File: src/rtl/jump_index_encoder.sv
// Encodes a byte-address jump target into the 26-bit J-type instruction index.
// Alignment and region checks are applied, and results are queued in a small valid/ready FIFO.
module jump_index_encoder #(
    parameter int DEPTH     = 2,
    parameter int ERR_CNT_W = 8
) (
    input  logic                 clk,
    input  logic                 reset,
    input  logic                 in_valid,
    output logic                 in_ready,
    input  logic [31:0]          target_addr,
    input  logic [31:0]          pc_plus4,
    output logic                 out_valid,
    input  logic                 out_ready,
    output logic [25:0]          instr_index,
    output logic                 misaligned,
    output logic                 region_err,
    output logic [ERR_CNT_W-1:0] err_count
);

    localparam int PTR_W = (DEPTH > 1) ? $clog2(DEPTH) : 1;
    localparam int CNT_W = PTR_W + 1;
    localparam int ENT_W = 28;
    localparam logic [CNT_W-1:0]     DEPTH_C = CNT_W'(DEPTH);
    localparam logic [ERR_CNT_W-1:0] ERR_MAX = '1;

    logic [ENT_W-1:0]     mem_q [DEPTH];
    logic [ENT_W-1:0]     mem_d [DEPTH];
    logic [PTR_W-1:0]     wr_ptr_q, wr_ptr_d;
    logic [PTR_W-1:0]     rd_ptr_q, rd_ptr_d;
    logic [CNT_W-1:0]     count_q, count_d;
    logic [ERR_CNT_W-1:0] err_count_q, err_count_d;

    logic [ENT_W-1:0] new_entry;
    logic [ENT_W-1:0] head_entry;
    logic             push;
    logic             pop;

    // The entry packs the index together with the misaligned and region_err flags (the two low bits).
    always_comb begin
        new_entry = {target_addr[27:2],
                     |target_addr[1:0],
                     target_addr[31:28] != pc_plus4[31:28]};
    end

    // The handshake depends only on the registered count, so out_ready has no path to in_ready.
    always_comb begin
        in_ready  = (count_q < DEPTH_C);
        out_valid = (count_q != '0);
        push      = in_valid && in_ready;
        pop       = out_valid && out_ready;
    end

    always_comb begin
        mem_d = mem_q;
        if (push) begin
            mem_d[wr_ptr_q] = new_entry;
        end

        wr_ptr_d = push ? wr_ptr_q + 1'b1 : wr_ptr_q;
        rd_ptr_d = pop  ? rd_ptr_q + 1'b1 : rd_ptr_q;

        count_d = count_q;
        case ({push, pop})
            2'b10:   count_d = count_q + 1'b1;
            2'b01:   count_d = count_q - 1'b1;
            default: count_d = count_q;
        endcase

        err_count_d = err_count_q;
        if (push && (new_entry[1] || new_entry[0]) && (err_count_q != ERR_MAX)) begin
            err_count_d = err_count_q + 1'b1;
        end
    end

    always_ff @(posedge clk or posedge reset) begin
        if (reset) begin
            for (int unsigned i = 0; i < DEPTH; i++) begin
                mem_q[i] <= '0;
            end
            wr_ptr_q    <= '0;
            rd_ptr_q    <= '0;
            count_q     <= '0;
            err_count_q <= '0;
        end else begin
            mem_q       <= mem_d;
            wr_ptr_q    <= wr_ptr_d;
            rd_ptr_q    <= rd_ptr_d;
            count_q     <= count_d;
            err_count_q <= err_count_d;
        end
    end

    // The head is zero-masked when the FIFO is empty, so stale slots never reach the outputs.
    always_comb begin
        head_entry  = out_valid ? mem_q[rd_ptr_q] : '0;
        instr_index = head_entry[ENT_W-1:2];
        misaligned  = head_entry[1];
        region_err  = head_entry[0];
        err_count   = err_count_q;
    end

endmodule

File: config.mk
export PLATFORM = sky130hd
export DESIGN_NAME = jump_index_encoder
export DESIGN_NICKNAME = d
export VERILOG_FILES = /design/src/rtl/jump_index_encoder.sv
export SDC_FILE = /design/constraint.sdc
export NUM_CORES = 1
export LEC_CHECK = 0
export ABC_AREA = 1
export ABC_CLOCK_PERIOD_IN_PS = 3400
export CAP_MARGIN = 10
export CELL_PAD_IN_SITES_DETAIL_PLACEMENT = 2
export CELL_PAD_IN_SITES_GLOBAL_PLACEMENT = 2
export CORE_ASPECT_RATIO = 1.1
export CORE_MARGIN = 1.5
export CORE_UTILIZATION = 29
export DETAILED_ROUTE_END_ITERATION = 7
export HOLD_SLACK_MARGIN = 0.12
export PLACE_DENSITY_LB_ADDON = 0.05
export SLEW_MARGIN = 5
export SYNTH_ARGS = -nofsm -noshare
export SYNTH_HDL_FRONTEND = slang
export SYNTH_SLANG_ARGS = --single-unit
export TNS_END_PERCENT = 100
File: constraint.sdc
create_clock -name clk -period 3.4 [get_ports clk]
set_clock_uncertainty 0.1 [all_clocks]
set_input_delay 0.68 -clock clk [delete_from_list [all_inputs] [get_ports clk]]
set_output_delay 0.68 -clock clk [all_outputs]
set_load 0.05 [all_outputs]
==> flow_summary.toml, run 1 <==
[final_layout]
diodes = 0
drive_above_1_share = 0.218
fin_area_um2 = 4520
num-fill-cells = 1357
area_delta_synth_final_pct = 29.9
layout_commonest_cell = "nand2_1"
nets = 552
mostFrequentLayoutCells = "nand2_1 (140), dfrtp_1 (68), clkdlybuf4s50_1 (49), inv_1 (40), o21ai_2 (36)"

[cts]
h-tree-depth = 3
clkTransAtPathRegs_ns = 0.06
cts_hold_buffers = 0
cts_made_buffers = 9
clk_path_buf_depth = 2
cts_root_buf = "clkbuf_16"
clock_latency_ns = 0.32
ctsResizeCount = 0
clock_sinks = 68
post_cts_buffers = 0
cts_tree = "yes"

[die]
die_h_um = 118
die_area_um2 = 12700
start_util = 0.300
rows = 41
ios = 106
die_w_um = 107
core_um2 = 11600

[synth]
ys_ff_latch = 68
synth.avg_cell_area_um2 = 8.49
synth_edf_count = 0
yosys_warnings = 0
synthesis.nets = 480
syn_area_um2 = 3480
synthArstFlopShare = 1.00
synth_area_leaders = "dfrtp_1 (49%), nand2_1 (15%), o21ai_2 (9.1%)"
synth_top_cell_area_share = 0.489
synth_area_leader_cell = "dfrtp_1"
ys_seq_area_frac = 0.489
ys_types = 28
synthFlopType = "dfrtp_1"
syn_inst = 410

[timing]
post-route-min-period_ns = 2.78
grt_setup_unrepaired = "no"
hold_ws_ns = 0.383
timing.fmax_ghz = 0.360
slew_violations = 0
tightest_slew_ns = 0.914
hold_viol = 0
fin_crit_sh = 0.817
setup_viol = 0
relSlewSlack = 0.387
setup_tns_ns = 0

[setup_path]
path_class = "reg -> out"
required_ns = 2.62
cp.arrival_ns = 2.00
path_max_fanout = 27
crit_path_start_kind = "register"
worst_setup_path_end_kind = "output port"

[placement]
gp_congestion = 0.730
placed_area_um2 = 4270
portBuffers = 77
dp_hpwl_um = 6100

[global_routing]
grt_pass1_wl_um = 15600
grt_pass1_vias = 3269
antenna_found_initial = 0
grt_max_degree = 57
track_usage = 0.158
overflow = 0

[power]
p_per_area_nw_per_um2 = 1070
vdd_ir_drop_max_mv = 0.431
total_power_mw = 4.83
leakage_nw = 2.21

[detailed_routing]
drt-vias-per-instance = 4.63
wl_per_cell_um = 14.7
drt_iter0_drc = 87
wl_um = 9350
drc = 0
vias = 2944
final_antenna_net_count = 0
drt_pass1_iterations = 4

[job]
drv_cap = 0

[outcome]
status = "finished clean"

[hold_path]
hold_class = "reg -> reg"
logic make-up (layout without fill, tap and decap cells):
group           Yosys count  after routing  synth area share
compound gates           87             87             0.164
xor+xnor                  5              5            0.0126
fa+ha+maj                 2              2           0.00719
buf+inv                  66            142            0.0959
flops                    68             68             0.489
simple gates            182            182             0.232
layout make-up:
| cell class | count | area, um^2 | area share |
|---|---|---|---|
| clock buffers | 12 | 236 | 0.0523 |
| repair buffers | 81 | 756 | 0.167 |
| inverters | 46 | 178 | 0.0393 |
| multi-input cells | 276 | 1450 | 0.320 |
| well taps | 150 | 188 | 0.0415 |
| clock inverters | 3 | 15.0 | 0.00332 |
| flip-flops and latches | 68 | 1700 | 0.376 |
Yosys cell counts (2+ instances only):
cell type  count
nand2_1      140
dfrtp_1       68
inv_1         41
o21ai_2       36
a21oi_1       30
o21ai_1       12
nand2_2       11
nor2_1        11
buf_6         10
o21ai_0        9
nand4_1        8
clkbuf_1       5
buf_2          4
xor2_1         4
inv_2          3
nor2_2         3
ha_1           2
nand2_4        2
nand3b_1       2
worst paths after layout:
check	startpoint	end	slack [ns]	depth (start not counted)
max in group asynchronous	reset	mem_q[9]$_DFFE_PP0P_	1.89	3
min	mem_q[55]$_DFFE_PP0P_	mem_q[55]$_DFFE_PP0P_	0.38	2
max	rd_ptr_q$_DFFE_PP0P_	instr_index[13]	0.62	4
min reg2reg	mem_q[55]$_DFFE_PP0P_	mem_q[55]$_DFFE_PP0P_	0.38	2
min in group asynchronous	reset	mem_q[41]$_DFFE_PP0P_	0.65	2
max reg2reg	count_q[0]$_DFFE_PP0P_	count_q[1]$_DFFE_PP0P_	1.44	7
critical path, stage by stage (launching register included):
cell and delay, ns:
dfrtp_1 0.36, clkinv_1 0.72, nand2_1 0.28, a21oi_1 0.10, buf_4 0.21
metrics by stage:
step                      utilization  std cells  setup slack, ns
after floorplan                     -        410            0.767
after global placement          0.368        621            0.911
after detailed placement        0.368        621            0.866
after CTS                       0.390        636            0.555
after global routing            0.390        636            0.420
final                           0.390        636            0.622
flip-flops by register name, summed over array words and instances, names as in the netlist:
signal	count
wr_ptr_q	1
count_q	2
err_count	8
mem_q	56
rd_ptr_q	1
routing by layer:
layer / up-vias / track usage / part of all wire
met5: - / 0 / 0
met4: 0 / 0.0543 / 0.012
met3: 8 / 0.0293 / 0.041
met2: 54 / 0.264 / 0.49
met1: 1449 / 0.202 / 0.46
li1: 1433 / - / -
power breakdown:
part	internal [mW]	leakage (nW)	switching, mW
sequential	1.17	0.850	0.221
clock	0.486	0.126	0.320
combinational	0.816	1.24	1.82
total	2.47	2.21	2.36
(Power assumes the default switching activity.)
==> run 2, diff against run 1 <==
--- a/config.mk
+++ b/config.mk
@@ -6,13 +6,13 @@
 export NUM_CORES = 1
 export LEC_CHECK = 0
 export ABC_AREA = 1
-export ABC_CLOCK_PERIOD_IN_PS = 3400
+export ABC_CLOCK_PERIOD_IN_PS = 2800
 export CAP_MARGIN = 10
 export CELL_PAD_IN_SITES_DETAIL_PLACEMENT = 2
 export CELL_PAD_IN_SITES_GLOBAL_PLACEMENT = 2
 export CORE_ASPECT_RATIO = 1.1
 export CORE_MARGIN = 1.5
-export CORE_UTILIZATION = 29
+export CORE_UTILIZATION = 27
 export DETAILED_ROUTE_END_ITERATION = 7
 export HOLD_SLACK_MARGIN = 0.12
 export PLACE_DENSITY_LB_ADDON = 0.05
==> constraint.sdc (replaced) <==
create_clock -name clk -period 2.8 [get_ports clk]
set_clock_uncertainty 0.1 [all_clocks]
set_input_delay 0.56 -clock clk [delete_from_list [all_inputs] [get_ports clk]]
set_output_delay 0.56 -clock clk [all_outputs]
set_load 0.05 [all_outputs]
==> run 2 against run 1 <==
Against the previous run:
- count of clock-buffer cells in the layout did not move
- clock power rose by 49%
- sequential share of layout area fell by 0.89 points
- via count rose by 0.95%
- first-iteration DRC count fell by 23%
- global-route usage fell by 0.80 points
- sequential cell count did not move
- core utilization fell by 2.2 points
- register-to-register slack got worse by 0.65 ns
- non-clock buffer count rose by 4
- critical path depth rose by 1
- die area rose by 7.2%
- critical endpoint is now instr_index[4]
==> flow_summary.toml, run 2 (synthesis results as in run 1) <==
[detailed_routing]
drt-vias-per-instance = 4.59
drc = 0
drt_iter0_drc = 67
vias = 2972
wl_per_cell_um = 14.4
final_antenna_net_count = 0
wl_um = 9310
drt_pass1_iterations = 4

[final_layout]
final_cells = 648
nets = 556
diodes = 0
mostFrequentLayoutCells = "nand2_1 (140), dfrtp_1 (68), clkdlybuf4s50_1 (49), inv_1 (40), o21ai_2 (36)"
regMostFlops = "mem_q"
fin_area_um2 = 4630
num-fill-cells = 1451
layout_commonest_cell = "nand2_1"
largest_reg_flops = 56
drive_above_1_share = 0.226
area_delta_synth_final_pct = 33.1

[outcome]
status = "finished clean"

[setup_path]
path_class = "reg -> out"
reg2reg_slack_ns = 0.79
critPathCapture = "instr_index[4]"
r2r-start = "count_q[0]$_DFFE_PP0P_"
r2r-end = "count_q[1]$_DFFE_PP0P_"
worst_setup_path_end_kind = "output port"
path_max_fanout = 16
worstRegToRegCells = 7
startpoint = "rd_ptr_q$_DFFE_PP0P_"
required_ns = 2.14
cp.arrival_ns = 1.86
crit_path_start_kind = "register"

[cts]
clock_latency_ns = 0.32
cts_root_buf = "clkbuf_16"
post_cts_buffers = 0
cts_hold_buffers = 0
h-tree-depth = 3
ctsResizeCount = 0
cts_made_buffers = 9
clkTransAtPathRegs_ns = 0.06
clock_sinks = 68
cts_tree = "yes"
clk_path_buf_depth = 2

[global_routing]
grt_max_degree = 57
grt_pass1_wl_um = 16100
overflow = 0
antenna_found_initial = 0
grt_pass1_vias = 3287
track_usage = 0.150

[timing]
setup_tns_ns = 0
grt_setup_unrepaired = "no"
fin_crit_sh = 0.901
setup_slack_ns = 0.278
relSlewSlack = 0.510
setup_viol = 0
timing.fmax_ghz = 0.396
hold_viol = 0
post-route-min-period_ns = 2.52
tightest_slew_ns = 0.735
slew_violations = 0

[die]
die_w_um = 111
rows = 43
core_um2 = 12600
die_h_um = 122
start_util = 0.277
ios = 106
die_area_um2 = 13600

[job]
drv_cap = 0

[placement]
pre_cts_slack_ns = 0.505
gp_congestion = 0.685
placedCellCount = 632
placed_area_um2 = 4320
dp_hpwl_um = 6360
portBuffers = 77

[power]
vdd_ir_drop_max_mv = 0.453
p_per_area_nw_per_um2 = 1320
leakage_nw = 2.26

[hold_path]
holdPathStages = 2
hold_class = "reg -> reg"
-- run 2: cell count changes in the layout (fill, tap and decap cells not counted) --
cell | previous run | this run
buf_4 | 30 | 33
clkinv_4 | 0 | 1
clkinv_2 | 3 | 1
buf_12 | 2 | 3
bufinv_16 | 0 | 2
-- run 2: area by class of cell --
cell class | instances | area [um^2] | share of cell area
timing repair buffer | 85 | 798 | 0.172
clock inverter | 4 | 73.8 | 0.0159
sequential | 68 | 1700 | 0.367
tap | 157 | 196 | 0.0424
inverter | 46 | 178 | 0.0383
multi-input combinational | 276 | 1450 | 0.313
clock buffer | 12 | 236 | 0.0510
-- run 2: where the power goes --
| group | internal, mW | leakage, nW | total [mW] | switching, mW |
|---|---|---|---|---|
| combinational | 1.04 | 1.26 | 3.26 | 2.22 |
| sequential | 1.42 | 0.850 | 1.68 | 0.262 |
| clock | 0.781 | 0.151 | 1.20 | 0.416 |
| total | 3.24 | 2.26 | 6.14 | 2.90 |
-- run 2: layer usage --
metal	vias to the layer above	part of all wire	global-route usage
li1	1447	-	-
met3	11	0.039	0.0303
met5	-	0	0
met4	0	0.013	0.0475
met2	50	0.50	0.265
met1	1464	0.44	0.183
-- run 2: per-stage QoR --
stage	hold slack [ns]	utilization	power, mW
floorplan	0.344	-	4.06
finish	0.381	0.368	6.14
global placement	0.365	0.343	4.95
global route	0.405	0.368	6.58
detailed placement	0.372	0.343	5.03
CTS	0.387	0.368	6.26
-- run 2: worst max-delay path, stage by stage (launching register included) --
cell and delay (ns):
dfrtp_1 0.34, clkinv_1 0.45, buf_4 0.38, nand2_1 0.08
a21oi_1 0.07, buf_4 0.21
-- run 2: worst min-delay path by stage --
stage                           from                     to  slack [ns]
6_report       mem_q[44]$_DFFE_PP0P_  mem_q[44]$_DFFE_PP0P_        0.38
3_3_place_gp   mem_q[26]$_DFFE_PP0P_  mem_q[26]$_DFFE_PP0P_        0.36
3_5_place_dp   mem_q[23]$_DFFE_PP0P_  mem_q[23]$_DFFE_PP0P_        0.37
2_1_floorplan  mem_q[28]$_DFFE_PP0P_  mem_q[28]$_DFFE_PP0P_        0.34
5_1_grt        mem_q[20]$_DFFE_PP0P_  mem_q[20]$_DFFE_PP0P_        0.41
4_1_cts        mem_q[23]$_DFFE_PP0P_  mem_q[23]$_DFFE_PP0P_        0.39
==> patch 1: new RTL, settings of run 2 <==
`DEPTH`: 2 -> 4.
--- a/src/rtl/jump_index_encoder.sv
+++ b/src/rtl/jump_index_encoder.sv
@@ -1,7 +1,7 @@
 // Encodes a byte-address jump target into the 26-bit J-type instruction index.
 // Alignment and region checks are applied, and results are queued in a small valid/ready FIFO.
 module jump_index_encoder #(
-    parameter int DEPTH     = 2,
+    parameter int DEPTH     = 4,
     parameter int ERR_CNT_W = 8
 ) (
     input  logic                 clk,
Check against the original RTL: not equivalent (Yosys sat finds a counterexample within 4 cycles, from zero or initial values and one cycle with reset high).
==> patch 1 against run 2 <==
  * Power increased by 97%
  * Combinational power up 110%
  * Synthesized area rose by 78%
  * Worst setup slack got worse by 110 ps
  * Sequential cell count increased by 59
  * Design area grew 75%
  * Cell count grew 71%
  * First-iteration DRC count is 87% higher
  * Sequential power up 86%
  * Register-to-register slack worse by 80 ps
  * Routed wire length is 100% higher
  * Global-route usage increased by 1.9 points
  * Sequential share of layout area increased by 2.4 points
  * Critical path depth is the same
==> patch 1: results (changes against run 2) <==
* Run status: complete, no violations
* Via count at 5,156 (+73%)
* Fin nets at 873 (+57%)
* Syn avg cell area at 8.48 µm² (-0.15%)
* Clk_lat worst skew at 410 ps (+90 ps)
* Largest net degree at the start of global routing at 128 (+120%)
* Pre-CTS setup slack at 157 ps (-349 ps)
* Max FO, Critical Path at 14 (-2)
* Share of cells above drive strength 1 at 16.5% (-6.1 points)
* Mapped Nets at 804 (+68%)
* First-pass GRT wire length at 31,300 µm (+94%)
* Crit path DAT at 1980 ps (+120 ps)
* Largest register FFs at 112 (+100%)
* Longest Clk Path Bufs at 2 (unchanged)
* CTS buffer count at 17 (+8)
* Synth async-reset ratio at 100% (unchanged)
* Final Routed Wirelength at 18,600 µm (+100%)
* Synth warn at 0 (unchanged)
* Drt initial violations at 125 (+87%)
* Internal Power at 0.00679 W (+110%)
* Hpwl dp at 12,100 µm (+91%)
* LEAKAGE at 3.78 nW (+67%)
* Clock-pin slew on the worst setup and hold paths at 60 ps (about the same)
* Synth cell count leaders: 148 x nand2_1, 127 x dfrtp_1, 119 x nor2_1, 106 x o21ai_0, 49 x inv_1
* Sequential share of the synthesized area at 51.4% (+2.5 points)
* Fill count at 2,486 (+71%)
* Post-Layout Cell Count at 1,105 (+71%)
* Number of global-route vias before repair at 5,967 (+82%)
* H-tree depth at 4 (+1)
* Top post-synthesis cells by area: dfrtp_1 51%, nand2_1 9.0%, o21ai_0 8.6%
* Max VDD drop at 0.000921 V (+100%)
* Synth cell types at 31 (+11%)
* Global Route Usage Sum at 16.8% (+1.9 points)
* Tightest Pin Transition at 726 ps (-8.22 ps)
* Placer Congestion at 0.710 (+3.7%)
-- patch 1: stage by stage --
stage	cell area [µm²]	power (W)	utilization, %
after floorplan	6190	0.00702	-
after global placement	7520	0.00972	33.8
after detailed placement	7520	0.0100	33.8
after CTS	8120	0.0123	36.5
after global routing	8130	0.0130	36.5
final	8130	0.0121	36.5
-- patch 1: critical path, stage by stage, from the launching register on --
cell and delay (ps):
dfrtp_2 430, inv_2 240, buf_4 260, o21ai_0 110, a21oi_1 330, buf_12 190
-- patch 1: cells by family (layout without fill, tap and decap cells) --
| kind of cell | Yosys count | count (layout) | synth area share (%) |
|---|---|---|---|
| AND/OR/NAND/NOR | 289 | 289 | 19.3 |
| AO/OA/AOI/OAI | 200 | 200 | 18.5 |
| flip-flops | 127 | 127 | 51.4 |
| buffers and inverters | 96 | 177 | 7.73 |
| XOR/XNOR | 8 | 8 | 1.13 |
| adder cells (fa/ha/maj) | 7 | 7 | 1.54 |
| multiplexers | 2 | 2 | 0.364 |
-- patch 1: per-layer routing --
layer,global-route usage [%],share of wire [%]
met2,30.3,52
met5,0,0
met4,4.27,0.98
met1,20.5,45
met3,3.40,2.5
-- patch 1: power by group through the flow --
stage | sequential (W) | combinational [W] | clock, W
CTS | 0.00314 | 0.00687 | 0.00232
detailed placement | 0.00316 | 0.00684 | 0
global placement | 0.00309 | 0.00663 | 0
floorplan | 0.00312 | 0.00391 | 0
finish | 0.00312 | 0.00673 | 0.00226
global route | 0.00323 | 0.00733 | 0.00240
-- patch 1: final timing paths --
check	from	to	slack, ps	cells past startpoint
setup reg to reg	count_q[0]$_DFFE_PP0P_	count_q[2]$_DFFE_PP0P_	710	8
max in group asynchronous	reset	mem_q[73]$_DFFE_PP0P_	1460	3
setup / recovery	rd_ptr_q[0]$_DFFE_PP0P_	instr_index[7]	160	5
hold / removal	mem_q[18]$_DFFE_PP0P_	mem_q[18]$_DFFE_PP0P_	380	2
min in group asynchronous	reset	mem_q[7]$_DFFE_PP0P_	600	3
hold reg to reg	mem_q[18]$_DFFE_PP0P_	mem_q[18]$_DFFE_PP0P_	380	2
-- patch 1: final cells by class --
| cell class | count | area, µm² | area share, % |
|---|---|---|---|
| sequential | 127 | 3180 | 39.1 |
| multi-input combinational | 506 | 2540 | 31.2 |
| timing repair buffer | 93 | 1240 | 15.2 |
| clock buffer | 20 | 457 | 5.62 |
| tap | 295 | 369 | 4.54 |
| inverter | 53 | 208 | 2.56 |
| clock inverter | 11 | 140 | 1.72 |
-- patch 1: repair_timing --
item | 4_1_cts | 5_1_grt
setup endpoints to repair | 0 | 3
gates resized for setup | 0 | 3
endpoints found under the hold margin | 0 | 0
==> patch 2: new RTL, config.mk and constraints of run 2 <==
Made on the original files. Register the input `target_addr` before use, with the module's reset. The logic sees it one clock later. The other inputs are not delayed to match.
--- a/src/rtl/jump_index_encoder.sv
+++ b/src/rtl/jump_index_encoder.sv
@@ -24,6 +24,16 @@
     localparam logic [CNT_W-1:0]     DEPTH_C = CNT_W'(DEPTH);
     localparam logic [ERR_CNT_W-1:0] ERR_MAX = '1;
 
+    logic [31:0] target_addr_q;
+
+    always_ff @(posedge clk or posedge reset) begin
+        if (reset) begin
+            target_addr_q <= '0;
+        end else begin
+            target_addr_q <= target_addr;
+        end
+    end
+
     logic [ENT_W-1:0]     mem_q [DEPTH];
     logic [ENT_W-1:0]     mem_d [DEPTH];
     logic [PTR_W-1:0]     wr_ptr_q, wr_ptr_d;
@@ -38,9 +48,9 @@
 
     // The entry packs the index together with the misaligned and region_err flags (the two low bits).
     always_comb begin
-        new_entry = {target_addr[27:2],
-                     |target_addr[1:0],
-                     target_addr[31:28] != pc_plus4[31:28]};
+        new_entry = {target_addr_q[27:2],
+                     |target_addr_q[1:0],
+                     target_addr_q[31:28] != pc_plus4[31:28]};
     end
 
     // The handshake depends only on the registered count, so out_ready has no path to in_ready.
Behaviour: not the same (Yosys sat finds a counterexample within 4 cycles, from zero or initial values and one cycle with reset high).
==> patch 2 against run 2 <==
  * Sequential share of layout area is 9.9 points higher
  * Sequential cell count is 32 higher
  * Synthesized area is 20% higher
  * Routed wire length is 16% higher
  * Global-route usage is 0.25 points lower
  * Hold slack better by 2.6 ps
  * Design area is 16% higher
  * Cell count is 11% higher
  * Count of clock-buffer cells in the layout is 1 higher
  * First-iteration DRC count is 64% higher
  * Worst setup slack better by 110 ps
  * Power is 7.1% higher
  * Largest cell class unchanged
==> patch 2: results (changes against run 2) <==
* Post-Layout Cell Count at 720 (+11%)
* Compound-gate portion of the synthesized area at 11.8% (-4.5 points)
* Fill count at 1,695 (+17%)
* LEAKAGE at 2.59 nW (+15%)
* Largest net degree at the start of global routing at 101 (+77%)
* Syn avg cell area at 9.37 µm² (+10%)
* Fin nets at 590 (+6.1%)
* Global Route Usage Sum at 14.7% (-0.25 points)
* Synth cell count leaders: 155 x nand2_1, 100 x dfrtp_1, 41 x inv_1, 36 x o21ai_1, 29 x a21oi_1
* Crit path DAT at 1750 ps (-110 ps)
* Seq_cells at 100 (+47%)
* Non-clock buffer share of cell area at 14.9% (-2.3 points)
* Top post-synthesis cells by area: dfrtp_1 60%, nand2_1 14%, o21ai_1 4.3%
* CTS buffer count at 9 (unchanged)
* Inverters at 47 (+2.2%)
* Worst hold endpoint: mem_q[28]$_DFFE_PP0P_
* Mapped Nets at 514 (+7.1%)
* Non-clock buffers at 84 (-1.2%)
* Max VDD drop at 0.000373 V (-18%)
* Max FO, Critical Path at 18 (+2)
* CP peak stage delay at 390 ps (-60 ps)
* R2R setup slack at 870 ps (+80 ps)
* Hpwl dp at 6990 µm (+9.8%)
* Hold Crit Start: mem_q[28]$_DFFE_PP0P_
* Share of cells above drive strength 1 at 16.2% (-6.4 points)
* Clk_lat worst skew at 350 ps (+30 ps)
* Placed insts at 705 (+12%)
* Reg area at 0.00250 mm² (+47%)
* Vias per cell at 4.41 (-3.9%)
* # clk buffers at 13 (+1)
* CP max-delay cell: dfrtp_1
* Multi-input gates at 278 (+0.72%)
* Synth Area in Adders at 0.601% (-0.12 points)
* Run status: complete, no violations
* Tightest Pin Transition at 999 ps (+265 ps)
* Drt initial violations at 110 (+64%)
* Clock-cell share at 5.04% (-1.7 points)
## patch 2: cell families after synthesis
logic type / count (synthesis)
AND/OR/NAND/NOR: 186
buffers and inverters: 66
flip-flops: 100
XOR/XNOR: 5
AO/OA/AOI/OAI: 85
adder cells (fa/ha/maj): 2
## patch 2: stage by stage
| step | hold slack (ps) | worst slack [ps] | area, µm² |
|---|---|---|---|
| 2_1_floorplan | 349 | 535 | 4170 |
| 3_3_place_gp | 366 | 409 | 5090 |
| 3_5_place_dp | 371 | 328 | 5090 |
| 4_1_cts | 388 | 324 | 5370 |
| 5_1_grt | 411 | 246 | 5370 |
| 6_report | 383 | 392 | 5370 |
## patch 2: critical path, delay by kind of cell (launching register included)
kind / cells / cell delay (ps)
buffers and inverters: 3 / 760
AND/OR/NAND/NOR: 1 / 50
AO/OA/AOI/OAI: 1 / 190
flip-flops: 1 / 390
## patch 2: power by group
group          total, W  switching (W)  internal, W
logic           0.00322        0.00222      0.00100
registers       0.00217       0.000268      0.00190
clock network   0.00118       0.000534     0.000645
total           0.00657        0.00302      0.00355
## patch 2: worst max-delay path by stage
stage | startpoint | to | slack, ps | cells after the start
floorplan | rd_ptr_q$_DFFE_PP0P_ | instr_index[10] | 540 | 4
global placement | in_valid | mem_q[26]$_DFFE_PP0P_ | 410 | 6
detailed placement | in_valid | mem_q[4]$_DFFE_PP0P_ | 330 | 6
CTS | rd_ptr_q$_DFFE_PP0P_ | instr_index[6] | 320 | 5
global route | rd_ptr_q$_DFFE_PP0P_ | instr_index[6] | 250 | 5
finish | rd_ptr_q$_DFFE_PP0P_ | instr_index[6] | 390 | 5
## patch 2: routing by layer
layer	global-route usage, %	part of all wire, %
met5	0	0
met4	3.53	1.1
met3	4.45	3.6
met2	25.3	51
met1	18.0	45
